`src/rtl/ddr_rd_tracker.sv`:
```
// ddr_rd_tracker: issues tagged read requests to a DDR controller command
// port and steers the returned read beats to one of two channels, using an
// in-order tag store that tracks every read still in flight.
//
// Ports:
//   i_clk, i_rst                 clock, synchronous active-high reset
//   i_cmd_valid/addr/tag         read request from the arbiter (tag 0 = ch0, 1 = ch1)
//   o_cmd_ready                  request accepted when high with i_cmd_valid
//   o_ddr_cmd_en/o_ddr_addr      read command to the DDR controller
//   i_ddr_cmd_rdy                controller accepts the command
//   i_ddr_rd_valid/end/data      returned read beats (end marks last beat of a burst)
//   o_ch0_valid/o_ch1_valid      beat qualifier per channel, 1 cycle after the input beat
//   o_rd_data                    registered read data shared by both channels
//   o_outstanding/full/empty     reads issued but not yet completed, and its flags
//   o_err                        sticky: a beat arrived with nothing outstanding
module ddr_rd_tracker #(
  parameter int unsigned PTR_W  = 8,
  parameter int unsigned ADDR_W = 27,
  parameter int unsigned DATA_W = 256
) (
  input  logic              i_clk,
  input  logic              i_rst,
  input  logic              i_cmd_valid,
  input  logic [ADDR_W-1:0] i_cmd_addr,
  input  logic              i_cmd_tag,
  output logic              o_cmd_ready,
  output logic              o_ddr_cmd_en,
  output logic [ADDR_W-1:0] o_ddr_addr,
  input  logic              i_ddr_cmd_rdy,
  input  logic              i_ddr_rd_valid,
  input  logic              i_ddr_rd_end,
  input  logic [DATA_W-1:0] i_ddr_rd_data,
  output logic              o_ch0_valid,
  output logic              o_ch1_valid,
  output logic [DATA_W-1:0] o_rd_data,
  output logic [PTR_W:0]    o_outstanding,
  output logic              o_full,
  output logic              o_empty,
  output logic              o_err
);

  localparam int unsigned DEPTH = 1 << PTR_W;
  localparam int unsigned CNT_W = PTR_W + 1;

  typedef enum logic {
    ST_IDLE  = 1'b0,
    ST_ISSUE = 1'b1
  } state_t;

  state_t              r_state;
  state_t              w_state_nxt;
  logic [ADDR_W-1:0]   r_addr;
  logic                r_tag;
  logic                r_store [DEPTH];
  logic [PTR_W-1:0]    r_wr_ptr;
  logic [PTR_W-1:0]    r_rd_ptr;
  logic [CNT_W-1:0]    r_count;
  logic [CNT_W-1:0]    w_count_nxt;
  logic                r_cmd_ready;
  logic                w_cmd_ready_nxt;
  logic                r_full;
  logic                r_empty;
  logic                r_ch0_valid;
  logic                r_ch1_valid;
  logic [DATA_W-1:0]   r_rd_data;
  logic                r_err;
  logic                w_accept;
  logic                w_issue;
  logic                w_hit;
  logic                w_pop;
  logic                w_tag;

  // State register
  always_ff @(posedge i_clk) begin
    if (i_rst) begin
      r_state <= ST_IDLE;
    end else begin
      r_state <= w_state_nxt;
    end
  end

  // Next state, handshake strobes, count and ready lookahead
  always_comb begin
    w_state_nxt     = r_state;
    w_accept        = 1'b0;
    w_issue         = 1'b0;
    w_count_nxt     = r_count;
    w_cmd_ready_nxt = 1'b0;
    case (r_state)
      ST_IDLE: begin
        if (i_cmd_valid && r_cmd_ready) begin
          w_accept    = 1'b1;
          w_state_nxt = ST_ISSUE;
        end
      end
      ST_ISSUE: begin
        if (i_ddr_cmd_rdy) begin
          w_issue     = 1'b1;
          w_state_nxt = ST_IDLE;
        end
      end
      default: w_state_nxt = ST_IDLE;
    endcase
    case ({w_issue, w_pop})
      2'b10:   w_count_nxt = r_count + CNT_W'(1);
      2'b01:   w_count_nxt = r_count - CNT_W'(1);
      default: w_count_nxt = r_count;
    endcase
    // Ready is registered, so it is derived from the values the next cycle will hold
    w_cmd_ready_nxt = (w_state_nxt == ST_IDLE) && (w_count_nxt != CNT_W'(DEPTH));
  end

  // Beats arriving with nothing outstanding are dropped and flagged
  assign w_hit = i_ddr_rd_valid && !r_empty;
  assign w_pop = w_hit && i_ddr_rd_end;
  assign w_tag = r_store[r_rd_ptr];

  // Tag store: contents are not reset; pointers and count qualify them
  always_ff @(posedge i_clk) begin
    if (w_issue) begin
      r_store[r_wr_ptr] <= r_tag;
    end
  end

  // Command latch, pointers, count/flags and completion outputs
  always_ff @(posedge i_clk) begin
    if (i_rst) begin
      r_addr      <= '0;
      r_tag       <= 1'b0;
      r_wr_ptr    <= '0;
      r_rd_ptr    <= '0;
      r_count     <= '0;
      r_cmd_ready <= 1'b0;
      r_full      <= 1'b0;
      r_empty     <= 1'b1;
      r_ch0_valid <= 1'b0;
      r_ch1_valid <= 1'b0;
      r_rd_data   <= '0;
      r_err       <= 1'b0;
    end else begin
      if (w_accept) begin
        r_addr <= i_cmd_addr;
        r_tag  <= i_cmd_tag;
      end
      if (w_issue) begin
        r_wr_ptr <= r_wr_ptr + PTR_W'(1);
      end
      if (w_pop) begin
        r_rd_ptr <= r_rd_ptr + PTR_W'(1);
      end
      r_count     <= w_count_nxt;
      r_cmd_ready <= w_cmd_ready_nxt;
      r_full      <= (w_count_nxt == CNT_W'(DEPTH));
      r_empty     <= (w_count_nxt == CNT_W'(0));
      r_ch0_valid <= w_hit && !w_tag;
      r_ch1_valid <= w_hit && w_tag;
      if (w_hit) begin
        r_rd_data <= i_ddr_rd_data;
      end
      if (i_ddr_rd_valid && r_empty) begin
        r_err <= 1'b1;
      end
    end
  end

  assign o_cmd_ready   = r_cmd_ready;
  assign o_ddr_cmd_en  = (r_state == ST_ISSUE);
  assign o_ddr_addr    = r_addr;
  assign o_ch0_valid   = r_ch0_valid;
  assign o_ch1_valid   = r_ch1_valid;
  assign o_rd_data     = r_rd_data;
  assign o_outstanding = r_count;
  assign o_full        = r_full;
  assign o_empty       = r_empty;
  assign o_err         = r_err;

endmodule

```
`config.mk`:
```
export PLATFORM = sky130hd
export DESIGN_NAME = ddr_rd_tracker
export DESIGN_NICKNAME = d
export VERILOG_FILES = /design/src/rtl/ddr_rd_tracker.sv
export SDC_FILE = /design/constraint.sdc
export NUM_CORES = 1
export LEC_CHECK = 0
export BUFFER_PORTS_ARGS = -buffer_cell sky130_fd_sc_hd__buf_2
export CAP_MARGIN = 20
export CORE_ASPECT_RATIO = 1.1
export CORE_MARGIN = 3
export CORE_UTILIZATION = 45
export CTS_CLUSTER_SIZE = 12
export DETAILED_ROUTE_END_ITERATION = 7
export GPL_ROUTABILITY_DRIVEN = 0
export PLACE_DENSITY = 0.73
export RECOVER_POWER = 50
export SYNTH_ARGS = -nofsm -noshare
export SYNTH_HDL_FRONTEND = slang
export SYNTH_SLANG_ARGS = --single-unit
```
`constraint.sdc`:
```
create_clock -name i_clk -period 4.15 [get_ports i_clk]
set_clock_uncertainty 0.1 [all_clocks]
set_input_delay 0 -clock i_clk [delete_from_list [all_inputs] [get_ports i_clk]]
set_output_delay 0 -clock i_clk [all_outputs]
set_load 0.1 [all_outputs]
```
=== Yosys cells after proc, flatten, opt, wreduce, memory -nomap -nowiden ===
Memory sizes are Yosys's and may differ from the RTL's. A register that Yosys moved wholly into a read port is not among the register bits.
Index checks and enable logic that the tools add are counted.

* Memory bits (writable): 256
* Output and inout bits: 299
* Memories kept: 1
* Logic and storage cells: 45
* Bits in registers: 316
* Input bits: 290

{| class="wikitable"
|+ Memories
! memory !! depth !! width !! read ports !! clocked after Yosys merged registers in !! wr ports !! line !! text
|-
| r_store || 256 || 1 || 1 || 1 || 1 || 54 || <nowiki>logic r_store [DEPTH];</nowiki>
|}

* Multiplexer cells: 11
* Equal/unequal tests: 4
* Add/subtract/negate cells: 4
* Reduce and logical (&&, ||, !) cells: 10
* Bitwise operators: 2

{| class="wikitable"
|+ Operators with widths
! operator !! number
|-
| one-hot mux 9 bit (2 select lines) || 1
|-
| adder 8 x 1 -> 8 bit (second input constant) || 2
|-
| two-way mux 8 bit || 2
|-
| adder 9 x 1 -> 9 bit (second input constant) || 1
|-
| == test 9 bit (second input constant) || 1
|-
| logical NOT 9 bit || 1
|-
| inequality test 9 bit (second input constant) || 1
|-
| subtractor 9 x 1 -> 9 bit (second input constant) || 1
|-
| logical AND 1 bit || 7
|-
| two-way mux 1 bit || 7
|-
| == test 2 x 1 -> 1 bit (second input constant) || 1
|-
| == test 2 bit (second input constant) || 1
|-
| logical NOT 1 bit || 2
|-
| inverter 1 bit || 2
|-
| one-hot mux 1 bit (2 select lines) || 1
|}

=== Logic depth before layout (Yosys ltp) ===
* Depth in word-level cells: 7
* Depth in mapped cells: 13
* Depth with buffers taken out: 12

=== Least setup slack after synthesis ===
OpenSTA, ideal clock, no wires.

* Path kind: register to register
* Start point: reg r_tag
* End point: mem r_store[0] (data pin)
* Slack: -203 ps
* Arrival: 3397 ps
* Stages on the path, launching flop included: 1
* Path buffers: 0
* Library setup time: 856 ps
* Clock period less this slack: 4353 ps
* Required time: 3194 ps
* Path through: dfxtp_1

{| class="wikitable"
|+ RTL lines
! what !! line !! text
|-
| start, declared || 53 || <nowiki>logic r_tag;</nowiki>
|-
| start signal, assigned || 143 || <nowiki>r_tag <= i_cmd_tag;</nowiki>
|-
| end, declared || 54 ||
|}

No word-level cell before the write port.

=== Worst setup path after layout ===
* Start point: reg r_empty (netlist: o_empty)
* End point: reg r_cmd_ready (netlist: o_cmd_ready)

* Longest elaborated chain between the ends: 7
* Elaborated cells on any way between the ends: 8
* Classes of those cells: eq/ne (3); mux (1); reduce/logical (4)

{| class="wikitable"
|+ Ends and longest elaborated chain
! what !! line !! text
|-
| start, declared || 62 || <nowiki>logic r_empty;</nowiki>
|-
| start signal, assigned || 154 || <nowiki>r_empty <= (w_count_nxt == CNT_W'(0));</nowiki>
|-
| logical NOT 1 bit * || 114 || <nowiki>assign w_hit = i_ddr_rd_valid && !r_empty;</nowiki>
|-
| logical AND 1 bit * || 114 ||
|-
| logical AND 1 bit * || 115 || <nowiki>assign w_pop = w_hit && i_ddr_rd_end;</nowiki>
|-
| == test 2 x 1 -> 1 bit / == test 2 bit (equally long branches) || 104 || <nowiki>case ({w_issue, w_pop})</nowiki>
|-
| one-hot mux 9 bit (2 select lines) * || 104 ||
|-
| inequality test 9 bit * || 110 || <nowiki>w_cmd_ready_nxt = (w_state_nxt == ST_IDLE) && (w_count_nxt != CNT_W'(DEPTH));</nowiki>
|-
| logical AND 1 bit * || 110 ||
|-
| end signal, assigned || 152 || <nowiki>r_cmd_ready <= w_cmd_ready_nxt;</nowiki>
|-
| end, declared || 59 || <nowiki>logic r_cmd_ready;</nowiki>
|}

Mark *: on every way between the ends. The rest lies on a longest branch, timed or not.
A chain may end at the register's enable or synchronous reset.

==> flow_summary.ini <==
[status]
status = complete, but fails checks
violations = max-capacitance violations, max-slew violations

[die]
start_util_pct = 45.8
num_rows = 86
ios = 589
die_area_sq_um = 54100
coreArea_sq_um = 50500
die_y_um = 244
dieWidth_um = 222

[logic_synthesis]
synth_nets = 2639
synth_fa_ha_area_share_pct = 0.379
ys_seq_area_share_pct = 61.4
synth_area_leaders = edfxtp_1, dfxtp_1, nand2_1
netlist_area_sq_um = 23100
synth_async_sr_flop_share_pct = 0
synth.most_common_cell = nand2_1
synth-edff-count = 256
synthMuxAreaShare_pct = 6.29
yosys_warnings = 0
synth.top_cell.area_share_pct = 33.3
yosys.area_share.simple_pct = 18.6
synth_top_area_cell = edfxtp_1
synth_ff_type = dfxtp_1
synth_cells = 2342
synth_top_family_by_area = simple AND/OR/NAND/NOR gates
syn_avg_cell_area_sq_um = 9.86
synthTopCellsByCount = nand2_1, dfxtp_1, nor2_1, a21oi_1, edfxtp_1
ys_seq_elements = 580
ys_types = 69
synth_xor_xnor_area_share_pct = 0.759
synth_compound_area_share_pct = 9.25

[cts]
cts-root-buf = clkbuf_16
max-clock-path-buffers = 3
clk_transition_reported_paths_ps = 70
clkLatencyLatePin_ps = 610
htree_levels = 2
tritoncts = built
cts-buffers-inserted = 58
clkSinkCount = 580

[drt]
drc = 0
wire_per_inst_um = 25.7
first_pass_iters = 6
drtAntennaViolNets = 0
routed_wl_mm = 103
viasPerCell = 5.86
initialDrtViolationCount = 3411
via_count = 23429

[worst_hold_path]
whs_endpoint = o_rd_data[33]
min_path_type = primary input to flop
hp-start = i_ddr_rd_data[33]
holdPathStages = 4

[worst_setup_path]
rr_endpoint = o_cmd_ready
cp.arrival_ps = 4070
r2r_slack_ps = 420
cp_cell_sequence = nand3b_2 > clkinvlp_4 > nand2_1 > xnor2_1 > ha_1 > a41o_1 > a21oi_1 > or3_1 > a211oi_1 > and4_1 > and3_1 > a311oi_1
cp-end-kind = flop
max_stage_delay_ps = 420
reg2reg_from = o_empty
reg2regPathDepth = 12
cp_top_family = simple AND/OR/NAND/NOR gates
crit_required_ps = 4480
cpMaxStageDelayCell = dfxtp_1
crit_fanout = 16
critPathKind = flop to flop
cp_num_buf_inv = 1
startpoint_type = flop

[sta]
worst_hold_slack_ps = 80.6
worst_pin_slew_ps = 2460
maxSlewViolCount = 225
min_period_ps = 3730
maxSlewHeadroom_pct = -64.0
timing.fmax_mhz = 268
finalSetupViolCount = 0
period_share_pct = 89.9
hold_viol_final = 0
rsz0062_at_grt = no
final.setup.tns_ps = 0

[run]
maxCapViolCount = 5

[final_layout]
nets = 3581
nFillCells = 3778
syn2layout_area_growth_pct = 40.0
drive_gt1_share_pct = 13.7

[placed_design]
port_buffers = 588
dp_hpwl_mm = 65.9

[global_routing]
grtUsageTotal_pct = 36.4
grt_pass1_wl_mm = 148
grt_max_degree = 146
antenna_found_initial = 12
grt_pass1_vias = 22944
overflow = 0

[power_and_ir_drop]
power.density_nw_per_um2 = 401
peakVddDrop_mv = 0.322
internal_power_mw = 9.32
power_mw = 13.0
p_seq_share_pct = 47.6
swShare_pct = 28.1
clockPowerShare_pct = 38.5
p_sw_mw = 3.64
leakage_nw = 11.7
p_comb_share_pct = 13.9
[flip-flops by register name (all words and copies together) (netlist names), 8 cells and up, named ones only]
register / count
o_ddr_addr: 27
o_rd_data: 256
r_store: 256
r_wr_ptr: 8
o_outstanding: 9
r_rd_ptr: 8
[through the flow]
step / cell area, sq um / setup WS (ps) / cells / util, %
final: 32300 / 417 / 3999 / 64.0
after global routing: 32300 / 190 / 3996 / 64.0
after CTS: 32700 / 370 / 3986 / 64.8
after detailed placement: 26400 / 412 / 3433 / 52.4
after global placement: 26400 / 688 / 3433 / 52.4
after floorplan: 23100 / 501 / 2342 / -
[layout by cell type, fill, tap and decap left out, types with 7 or more instances in the layout]
cell,count
nand3_1,39
ha_1,7
edfxtp_1,256
buf_2,289
diode_2,13
clkbuf_1,321
dfxtp_1,322
clkbuf_16,59
nand2_1,626
nor3_1,9
clkbuf_8,8
mux2i_1,51
a22oi_1,12
clkinv_2,8
buf_4,18
a21oi_1,307
mux4_2,37
xor2_1,11
o21ai_0,13
nor2_1,308
and3_1,7
nor2b_1,21
xnor2_1,9
nand4_1,11
dlygate4sd3_1,451
[worst max path at each step]
stage | endpoint | start | slack [ps] | depth (start not counted)
6_report | o_cmd_ready | o_empty | 420 | 12
5_1_grt | o_cmd_ready | o_empty | 190 | 12
4_1_cts | o_full | o_empty | 370 | 12
3_5_place_dp | o_full | o_empty | 410 | 12
3_3_place_gp | o_empty | o_empty | 690 | 12
2_1_floorplan | o_full | o_ddr_cmd_en | 500 | 12
[layout make-up]
cell class	count	area (sq um)	area share [%]
flip-flops and latches	580	14200	43.9
multi-input cells	1570	8160	25.2
repair buffers	1066	7350	22.7
clock buffers	91	1690	5.23
well taps	660	826	2.55
clock inverters	11	56.3	0.174
inverters	8	33.8	0.105
diodes	13	32.5	0.101
[repair_timing]
item                                    in CTS  in global routing
hold endpoints to repair                   303                  0
gates resized for setup                      0                  1
endpoints found under the setup margin       0                  1
setup buffers                                0                  0
hold buffers                               451                  0
[per-layer routing]
| metal | vias up | wire length, um | track usage [%] | share of wire (%) |
|---|---|---|---|---|
| met5 | - | 77 | 0 | 0.075 |
| met3 | 519 | 15400 | 14.2 | 15 |
| met2 | 1986 | 42700 | 53.5 | 42 |
| met4 | 8 | 8460 | 22.2 | 8.2 |
| met1 | 11064 | 36000 | 45.4 | 35 |
| li1 | 9852 | - | - | - |
[logic make-up after synthesis]
family / count (synthesis)
fa+ha+maj: 7
xor+xnor: 20
mux: 95
flops: 580
buf+inv: 192
simple gates: 1063
compound gates: 385
[power groups by stage]
stage	sequential (mW)	combinational (mW)	clock, mW
6_report	6.16	1.80	4.99
5_1_grt	6.17	1.85	5.22
4_1_cts	6.14	1.75	4.97
3_5_place_dp	6.27	1.45	0
3_3_place_gp	6.26	1.44	0
2_1_floorplan	6.98	0.298	0
[worst min-delay path, stage by stage]
cell	delay (ps)
dlygate4sd3_1	530
buf_2	120
nand2_1	50
a21oi_1	50
(Power assumes the default switching activity.)
